`config.mk`:
```
export PLATFORM = sky130hd
export DESIGN_NAME = sweep_capture_ctrl_flat
export DESIGN_NICKNAME = d
export VERILOG_FILES = /design/src/rtl/sweep_capture_ctrl_if.sv /design/src/rtl/sweep_capture_ctrl.sv /design/src/flat_wrapper.sv
export SDC_FILE = /design/constraint.sdc
export NUM_CORES = 1
export LEC_CHECK = 0
export BUFFER_PORTS_ARGS = -buffer_cell sky130_fd_sc_hd__clkbuf_2
export CORE_AREA = 2 2 82 84
export DETAILED_ROUTE_END_ITERATION = 8
export DIE_AREA = 0 0 84 86
export PLACE_DENSITY = 0.9
export SYNTH_ARGS = -nofsm -noshare
export SYNTH_HDL_FRONTEND = slang
export SYNTH_SLANG_ARGS = --single-unit
```
`constraint.sdc`:
```
create_clock -name clk -period 5.4 [get_ports clk]
set_clock_uncertainty 0.15 [all_clocks]
set_input_delay 0.27 -clock clk [delete_from_list [all_inputs] [get_ports clk]]
set_output_delay 0.27 -clock clk [all_outputs]
set_load 0.01 [all_outputs]
```
`src/rtl/sweep_capture_ctrl_if.sv`:
```
// rtl/sweep_capture_ctrl_if.sv - handshake and capture bus bundle for sweep_capture_ctrl
// master is the controller side; slave is the MMCM/FIFO/BRAM environment side.
interface sweep_capture_ctrl_if #(
  parameter int ADDR_W = 9,
  parameter int DATA_W = 40,
  parameter int STEP_W = 3
);
  logic              start;
  logic              abort;
  logic              mmcm_lock;
  logic              step_req;
  logic [STEP_W-1:0] step_idx;
  logic              dut_en;
  logic              fifo_clear;
  logic              fifo_empty;
  logic              fifo_rd_en;
  logic [DATA_W-1:0] fifo_dout;
  logic [DATA_W-1:0] golden;
  logic              bram_we;
  logic [ADDR_W-1:0] bram_addr;
  logic [DATA_W-1:0] bram_din;
  logic [ADDR_W:0]   err_count;
  logic              err_valid;
  logic              lock_fail;
  logic              busy;
  logic              done;

  modport master (
    input  start, abort, mmcm_lock, fifo_empty, fifo_dout, golden,
    output step_req, step_idx, dut_en, fifo_clear, fifo_rd_en, bram_we,
           bram_addr, bram_din, err_count, err_valid, lock_fail, busy, done
  );

  modport slave (
    output start, abort, mmcm_lock, fifo_empty, fifo_dout, golden,
    input  step_req, step_idx, dut_en, fifo_clear, fifo_rd_en, bram_we,
           bram_addr, bram_din, err_count, err_valid, lock_fail, busy, done
  );
endinterface

```
`src/rtl/sweep_capture_ctrl.sv`:
```
// rtl/sweep_capture_ctrl.sv - frequency-sweep capture controller
// Steps the MMCM, streams DEPTH FIFO words per step into BRAM and counts golden mismatches.
module sweep_capture_ctrl #(
  parameter int ADDR_W    = 9,
  parameter int DATA_W    = 40,
  parameter int NUM_STEPS = 8,
  parameter int CLR_CYC   = 8
) (
  input  logic                 clk,
  input  logic                 rst,
  sweep_capture_ctrl_if.master bus
);
  localparam int STEP_W = (NUM_STEPS > 1) ? $clog2(NUM_STEPS) : 1;
  localparam int CNT_W  = (CLR_CYC > 1) ? $clog2(CLR_CYC) : 1;

  localparam logic [ADDR_W:0]   DEPTH_C   = {1'b1, {ADDR_W{1'b0}}};
  localparam logic [ADDR_W:0]   LAST_RD   = {1'b0, {ADDR_W{1'b1}}};
  localparam logic [ADDR_W-1:0] LAST_ADDR = {ADDR_W{1'b1}};
  localparam logic [STEP_W-1:0] LAST_STEP = STEP_W'(NUM_STEPS - 1);
  localparam logic [CNT_W-1:0]  CLR_LAST  = CNT_W'(CLR_CYC - 1);

  typedef enum logic [2:0] {
    S_IDLE, S_CLEAR, S_RECONF, S_RUN, S_DRAIN, S_REPORT
  } state_t;

  state_t            state_q;
  logic [CNT_W-1:0]  cnt_q;
  logic [ADDR_W:0]   rd_cnt_q;
  logic [STEP_W-1:0] step_idx_q;
  logic              step_req_q;
  logic              dut_en_q;
  logic              fifo_clear_q;
  logic              bram_we_q;
  logic [ADDR_W-1:0] bram_addr_q;
  logic [ADDR_W:0]   err_count_q;
  logic              err_valid_q;
  logic              lock_fail_q;
  logic              done_q;

  logic              rd_en;
  logic              mismatch;
  logic              go_clear;
  logic [DATA_W-1:0] din_gated;

  // Read strobe is combinational so an empty FIFO or a lost lock never sees a read.
  assign rd_en = (state_q == S_RUN) && !bus.fifo_empty && bus.mmcm_lock &&
                 !bus.abort && !rst && (rd_cnt_q != DEPTH_C);

  assign mismatch  = (bus.fifo_dout != bus.golden);
  assign din_gated = bram_we_q ? bus.fifo_dout : '0;

  always_comb begin
    go_clear = 1'b0;
    case (state_q)
      S_IDLE:   go_clear = bus.start;
      S_RUN:    go_clear = !bus.mmcm_lock;
      S_REPORT: go_clear = (step_idx_q != LAST_STEP);
      default:  go_clear = 1'b0;
    endcase
  end

  always_ff @(posedge clk) begin
    if (rst) begin
      state_q      <= S_IDLE;
      cnt_q        <= '0;
      rd_cnt_q     <= '0;
      step_idx_q   <= '0;
      step_req_q   <= 1'b0;
      dut_en_q     <= 1'b0;
      fifo_clear_q <= 1'b0;
      bram_we_q    <= 1'b0;
      bram_addr_q  <= '0;
      err_count_q  <= '0;
      err_valid_q  <= 1'b0;
      lock_fail_q  <= 1'b0;
      done_q       <= 1'b0;
    end else if (bus.abort) begin
      state_q      <= S_IDLE;
      step_req_q   <= 1'b0;
      dut_en_q     <= 1'b0;
      fifo_clear_q <= 1'b1;
      bram_we_q    <= 1'b0;
      err_valid_q  <= 1'b0;
      done_q       <= 1'b0;
    end else begin
      step_req_q  <= 1'b0;
      err_valid_q <= 1'b0;
      done_q      <= 1'b0;
      bram_we_q   <= rd_en;
      if (rd_en) begin
        rd_cnt_q <= rd_cnt_q + (ADDR_W+1)'(1);
      end
      // Address parks on the last word; only a new capture brings it back to 0.
      if (bram_we_q) begin
        if (bram_addr_q != LAST_ADDR) begin
          bram_addr_q <= bram_addr_q + ADDR_W'(1);
        end
        if (mismatch && (err_count_q != DEPTH_C)) begin
          err_count_q <= err_count_q + (ADDR_W+1)'(1);
        end
      end

      case (state_q)
        S_IDLE: begin
          fifo_clear_q <= 1'b0;
          if (bus.start) begin
            step_idx_q  <= '0;
            lock_fail_q <= 1'b0;
          end
        end
        S_CLEAR: begin
          if (cnt_q == CLR_LAST) begin
            state_q      <= S_RECONF;
            fifo_clear_q <= 1'b0;
            step_req_q   <= 1'b1;
            cnt_q        <= '0;
          end else begin
            cnt_q <= cnt_q + CNT_W'(1);
          end
        end
        S_RECONF: begin
          if ((cnt_q != '0) && bus.mmcm_lock) begin
            state_q  <= S_RUN;
            dut_en_q <= 1'b1;
          end else begin
            cnt_q <= CNT_W'(1);
          end
        end
        S_RUN: begin
          if (!bus.mmcm_lock) begin
            lock_fail_q <= 1'b1;
            dut_en_q    <= 1'b0;
            bram_we_q   <= 1'b0;
          end else if (rd_en && (rd_cnt_q == LAST_RD)) begin
            dut_en_q <= 1'b0;
            state_q  <= S_DRAIN;
          end
        end
        S_DRAIN: begin
          state_q     <= S_REPORT;
          err_valid_q <= 1'b1;
        end
        S_REPORT: begin
          if (step_idx_q == LAST_STEP) begin
            done_q  <= 1'b1;
            state_q <= S_IDLE;
          end else begin
            step_idx_q <= step_idx_q + STEP_W'(1);
          end
        end
        default: state_q <= S_IDLE;
      endcase

      if (go_clear) begin
        state_q      <= S_CLEAR;
        fifo_clear_q <= 1'b1;
        cnt_q        <= '0;
        rd_cnt_q     <= '0;
        bram_addr_q  <= '0;
        err_count_q  <= '0;
      end
    end
  end

  assign bus.step_req   = step_req_q;
  assign bus.step_idx   = step_idx_q;
  assign bus.dut_en     = dut_en_q;
  assign bus.fifo_clear = fifo_clear_q | rst;
  assign bus.fifo_rd_en = rd_en;
  assign bus.bram_we    = bram_we_q;
  assign bus.bram_addr  = bram_addr_q;
  assign bus.bram_din   = din_gated;
  assign bus.err_count  = err_count_q;
  assign bus.err_valid  = err_valid_q;
  assign bus.lock_fail  = lock_fail_q;
  assign bus.busy       = (state_q != S_IDLE);
  assign bus.done       = done_q;
endmodule

```
`src/flat_wrapper.sv`:
```
// flat-port wrapper written by rule: the top's interface ports become plain ports
module sweep_capture_ctrl_flat 
#(
  parameter int ADDR_W    = 9,
  parameter int DATA_W    = 40,
  parameter int NUM_STEPS = 8,
  parameter int CLR_CYC   = 8
)
  (clk, rst, bus_start, bus_abort, bus_mmcm_lock, bus_fifo_empty, bus_fifo_dout, bus_golden, bus_step_req, bus_step_idx, bus_dut_en, bus_fifo_clear, bus_fifo_rd_en, bus_bram_we, bus_bram_addr, bus_bram_din, bus_err_count, bus_err_valid, bus_lock_fail, bus_busy, bus_done);
  sweep_capture_ctrl_if #(.ADDR_W(ADDR_W), .DATA_W(DATA_W)) bus_i ();
  input  logic clk;
  input  logic rst;
  input wire logic [$bits(bus_i.start)-1:0] bus_start;
  input wire logic [$bits(bus_i.abort)-1:0] bus_abort;
  input wire logic [$bits(bus_i.mmcm_lock)-1:0] bus_mmcm_lock;
  input wire logic [$bits(bus_i.fifo_empty)-1:0] bus_fifo_empty;
  input wire logic [$bits(bus_i.fifo_dout)-1:0] bus_fifo_dout;
  input wire logic [$bits(bus_i.golden)-1:0] bus_golden;
  output wire logic [$bits(bus_i.step_req)-1:0] bus_step_req;
  output wire logic [$bits(bus_i.step_idx)-1:0] bus_step_idx;
  output wire logic [$bits(bus_i.dut_en)-1:0] bus_dut_en;
  output wire logic [$bits(bus_i.fifo_clear)-1:0] bus_fifo_clear;
  output wire logic [$bits(bus_i.fifo_rd_en)-1:0] bus_fifo_rd_en;
  output wire logic [$bits(bus_i.bram_we)-1:0] bus_bram_we;
  output wire logic [$bits(bus_i.bram_addr)-1:0] bus_bram_addr;
  output wire logic [$bits(bus_i.bram_din)-1:0] bus_bram_din;
  output wire logic [$bits(bus_i.err_count)-1:0] bus_err_count;
  output wire logic [$bits(bus_i.err_valid)-1:0] bus_err_valid;
  output wire logic [$bits(bus_i.lock_fail)-1:0] bus_lock_fail;
  output wire logic [$bits(bus_i.busy)-1:0] bus_busy;
  output wire logic [$bits(bus_i.done)-1:0] bus_done;
  assign bus_i.start = bus_start;
  assign bus_i.abort = bus_abort;
  assign bus_i.mmcm_lock = bus_mmcm_lock;
  assign bus_i.fifo_empty = bus_fifo_empty;
  assign bus_i.fifo_dout = bus_fifo_dout;
  assign bus_i.golden = bus_golden;
  assign bus_step_req = bus_i.step_req;
  assign bus_step_idx = bus_i.step_idx;
  assign bus_dut_en = bus_i.dut_en;
  assign bus_fifo_clear = bus_i.fifo_clear;
  assign bus_fifo_rd_en = bus_i.fifo_rd_en;
  assign bus_bram_we = bus_i.bram_we;
  assign bus_bram_addr = bus_i.bram_addr;
  assign bus_bram_din = bus_i.bram_din;
  assign bus_err_count = bus_i.err_count;
  assign bus_err_valid = bus_i.err_valid;
  assign bus_lock_fail = bus_i.lock_fail;
  assign bus_busy = bus_i.busy;
  assign bus_done = bus_i.done;
  sweep_capture_ctrl #(.ADDR_W(ADDR_W), .DATA_W(DATA_W), .NUM_STEPS(NUM_STEPS), .CLR_CYC(CLR_CYC)) u_core (.clk(clk), .rst(rst), .bus(bus_i));
endmodule
```
==> out/metrics.csv <==
stage,metric,value,unit
placement,pre-CTS setup slack,3030,ps
setup_path,worst path cell trace,nand2_1 -> nor2_1 -> nand2_1 -> o41ai_1,
finish,filler cell count,563,
placement,gpl congestion,1.00,
global_routing,vias in the first global route,3185,
yosys,Post-synth EDFFs,0,
timing,max frequency,0.416,GHz
floorplanning,Initial Util,48.8,%
timing,setup_tns,0,ps
route,# DRC,0,
clocking,Max H-tree Level,2,
timing,RSZ-0062 raised after global routing,false,
timing,final period utilization,44.5,%
setup_path,CP dominant cell by count,nand2_1,
outcome,status,finished clean,
route,initial DRC count,269,
global_routing,grt total ovfl,0,
power_and_ir_drop,worst-case vdd ir drop,0.000128,V
finish,sequential cell area,901,um^2
timing,final setup violating endpoints,0,
finish,final core occ,63.4,%
floorplanning,die height,86,um
setup_path,Worst Setup Start Kind,flop,
route,vias per cell,5.40,
clocking,clock tree sinks,45,
timing,Hold Fails Final Rpt,0,
clocking,Skew-Pair Late Insertion Delay,300,ps
yosys,syn_area_per_cell,7.96,um^2
setup_path,"CP delay by family, top",flip-flops,
finish,area occupied by multi-input gates,0.00205,mm^2
placement,I/O Buffers,156,
global_routing,antenna violations before repair,0,
finish,Area Overhead vs Synth,29.8,%
yosys,YS warnings,0,
power_and_ir_drop,Pwr per Cell Area,160,mW/mm^2
clocking,PostCTS Resize Cnt,0,
yosys,post-synth top area share,29.4,%
clocking,clock buffer depth,2,
timing,Slew @ Worst Pin,1100,ps
flow_run,maximum capacitance violations,0,
yosys,Syn Nets,482,
timing,Final min period,2400,ps
setup_path,critical path type,reg2reg,
yosys,synth cell count leaders,"xor2_1, dfxtp_1, and2_1",
power_and_ir_drop,Tot Pwr,636,uW
floorplanning,die area,0.00722,mm^2
setup_path,Buf/Inv on CP,0,
yosys,"FF+latch count, synth",45,
floorplanning,IO Pins,157,
yosys,post-synth top area cell,dfxtp_1,
clocking,CTS root buf,clkbuf_8,
yosys,ys async rst share,0,%
global_routing,first-pass GRT wire length,14800,um
yosys,Netlist Area Pre-Place,0.00307,mm^2
setup_path,Critical Path RT,5450,ps
clocking,number of CTS-inserted buffers,5,
floorplanning,DIE WIDTH,84,um
finish,share of post-route cells with drive strength above 1,31.8,%
clocking,Clock transition at path regs,90,ps
timing,Worst slew margin,26.7,%
setup_path,Worst Path Max Fanout,44,
setup_path,max incr delay on CP,1050,ps
yosys,"Seq/Total Area, Yosys",29.4,%
floorplanning,total core area,0.00628,mm^2
route,final WL,8960,um
floorplanning,standard-cell rows,29,
clocking,Setup Buffers After CTS,0,
route,per-cell routed wire length,14.6,um
yosys,synth top area cells,"dfxtp_1, xor2_1, and2_1",
route,total number of vias,3319,
power_and_ir_drop,Lkg Pwr,0.00192,uW
clocking,# hold bufs at CTS,0,
placement,hpwl dp,7420,um
setup_path,arrival time at the worst endpoint,2460,ps
route,drt pass-1 iters,4,
setup_path,Worst path slowest cell,dfxtp_1,
timing,min setup slack post-route,3000,ps
yosys,gate count after technology mapping,385,
timing,Max Transition Viols Final,0,
yosys,"Top FF cell, synth",dfxtp_1,
finish,nets,634,
setup_path,Setup crit end kind,flop,
route,remaining antenna violation count,0,
yosys,synth unique cells,49,
clocking,CTS tree,built,
global_routing,largest net degree at the start of global routing,45,
yosys,most numerous cell in the Yosys netlist,xor2_1,
finish,diodes inserted,0,
global_routing,Tot GR Track Use,25.0,%
hold_path,worst min-delay path category,in2reg,
[power by group]
| group | switching, uW | internal, uW |
|---|---|---|
| clock | 118 | 90.7 |
| sequential | 1.67 | 333 |
| combinational | 50.6 | 42.3 |
[logic make-up after synthesis]
family | after synthesis | synth area share (%)
AOI/OAI and AO/OA | 51 | 10.7
xor gates and xnor gates | 52 | 14.9
adders and majority gates | 11 | 4.49
buffers and inverters | 27 | 3.71
DFF | 45 | 29.4
muxes | 3 | 0.980
and+or+nand+nor | 196 | 35.8
[cells in the final DEF (no fill, tap or decap), drive strengths merged, types with 2 or more instances in the layout]
cell type    n
a31oi        2
and3         5
a21oi       16
o41ai        2
and2b        2
o21ai        9
or3          9
inv         16
nor2        36
nor4        12
mux2i        3
o311ai       2
nand3       16
a211oi       2
a22oi        3
ha          11
nand3b       2
nor3        10
clkbuf     161
o211ai       8
nand2b       6
nand4       11
nand2       34
clkinvlp     3
xnor2        5
dfxtp       45
and2        41
and4         3
xor2        47
nor4b        3
[final timing paths]
check,from,endpoint,slack (ps),cells past startpoint
min,rst,u_core.bus.step_idx[1]$_SDFFE_PP0P_,200,2
max reg2reg,u_core.bus.bram_we$_SDFF_PP0_,u_core.bus.err_count[3]$_SDFFE_PP0P_,3000,4
max,u_core.bus.bram_we$_SDFF_PP0_,u_core.bus.err_count[3]$_SDFFE_PP0P_,3000,4
min reg2reg,u_core.bus.step_idx[1]$_SDFFE_PP0P_,u_core.bus.step_idx[1]$_SDFFE_PP0P_,330,2
[flip-flops by register name (all words and copies together) (netlist names)]
| name | cells |
|---|---|
| u_core.bus.err_count | 10 |
| u_core.bus.err_valid | 1 |
| u_core.bus.bram_we | 1 |
| u_core.bus.done | 1 |
| u_core.bus.bram_addr | 9 |
| u_core.bus.lock_fail | 1 |
| u_core.bus.step_req | 1 |
| u_core.rd_cnt_q | 10 |
| u_core.bus.dut_en | 1 |
| u_core.fifo_clear_q | 1 |
| u_core.state_q | 3 |
| u_core.bus.step_idx | 3 |
| u_core.cnt_q | 3 |
[per-stage QoR]
stage | cell area (um^2) | hold WS (ps) | cells
finish | 3980 | 203 | 615
global route | 3980 | 230 | 615
global placement | 3890 | 315 | 607
floorplan | 3070 | 189 | 385
CTS | 3980 | 198 | 615
detailed placement | 3890 | 324 | 607
[per-layer routing]
metal / share of wire [%] / wire length (um) / track usage [%] / up-vias
li1: - / - / - / 1650
met4: 1.9 / 174 / 8.06 / 0
met3: 8.5 / 762 / 7.70 / 22
met2: 49 / 4350 / 41.6 / 135
met5: 0 / 0 / 0 / -
met1: 41 / 3670 / 31.0 / 1512
[cell type report]
type | instances | area share (%)
flip-flops and latches | 45 | 22.6
inverters | 16 | 1.51
multi-input cells | 313 | 51.5
well taps | 77 | 2.42
clock inverters | 3 | 0.566
repair buffers | 156 | 19.6
clock buffers | 5 | 1.73
Power figures use the tool's default switching activity.
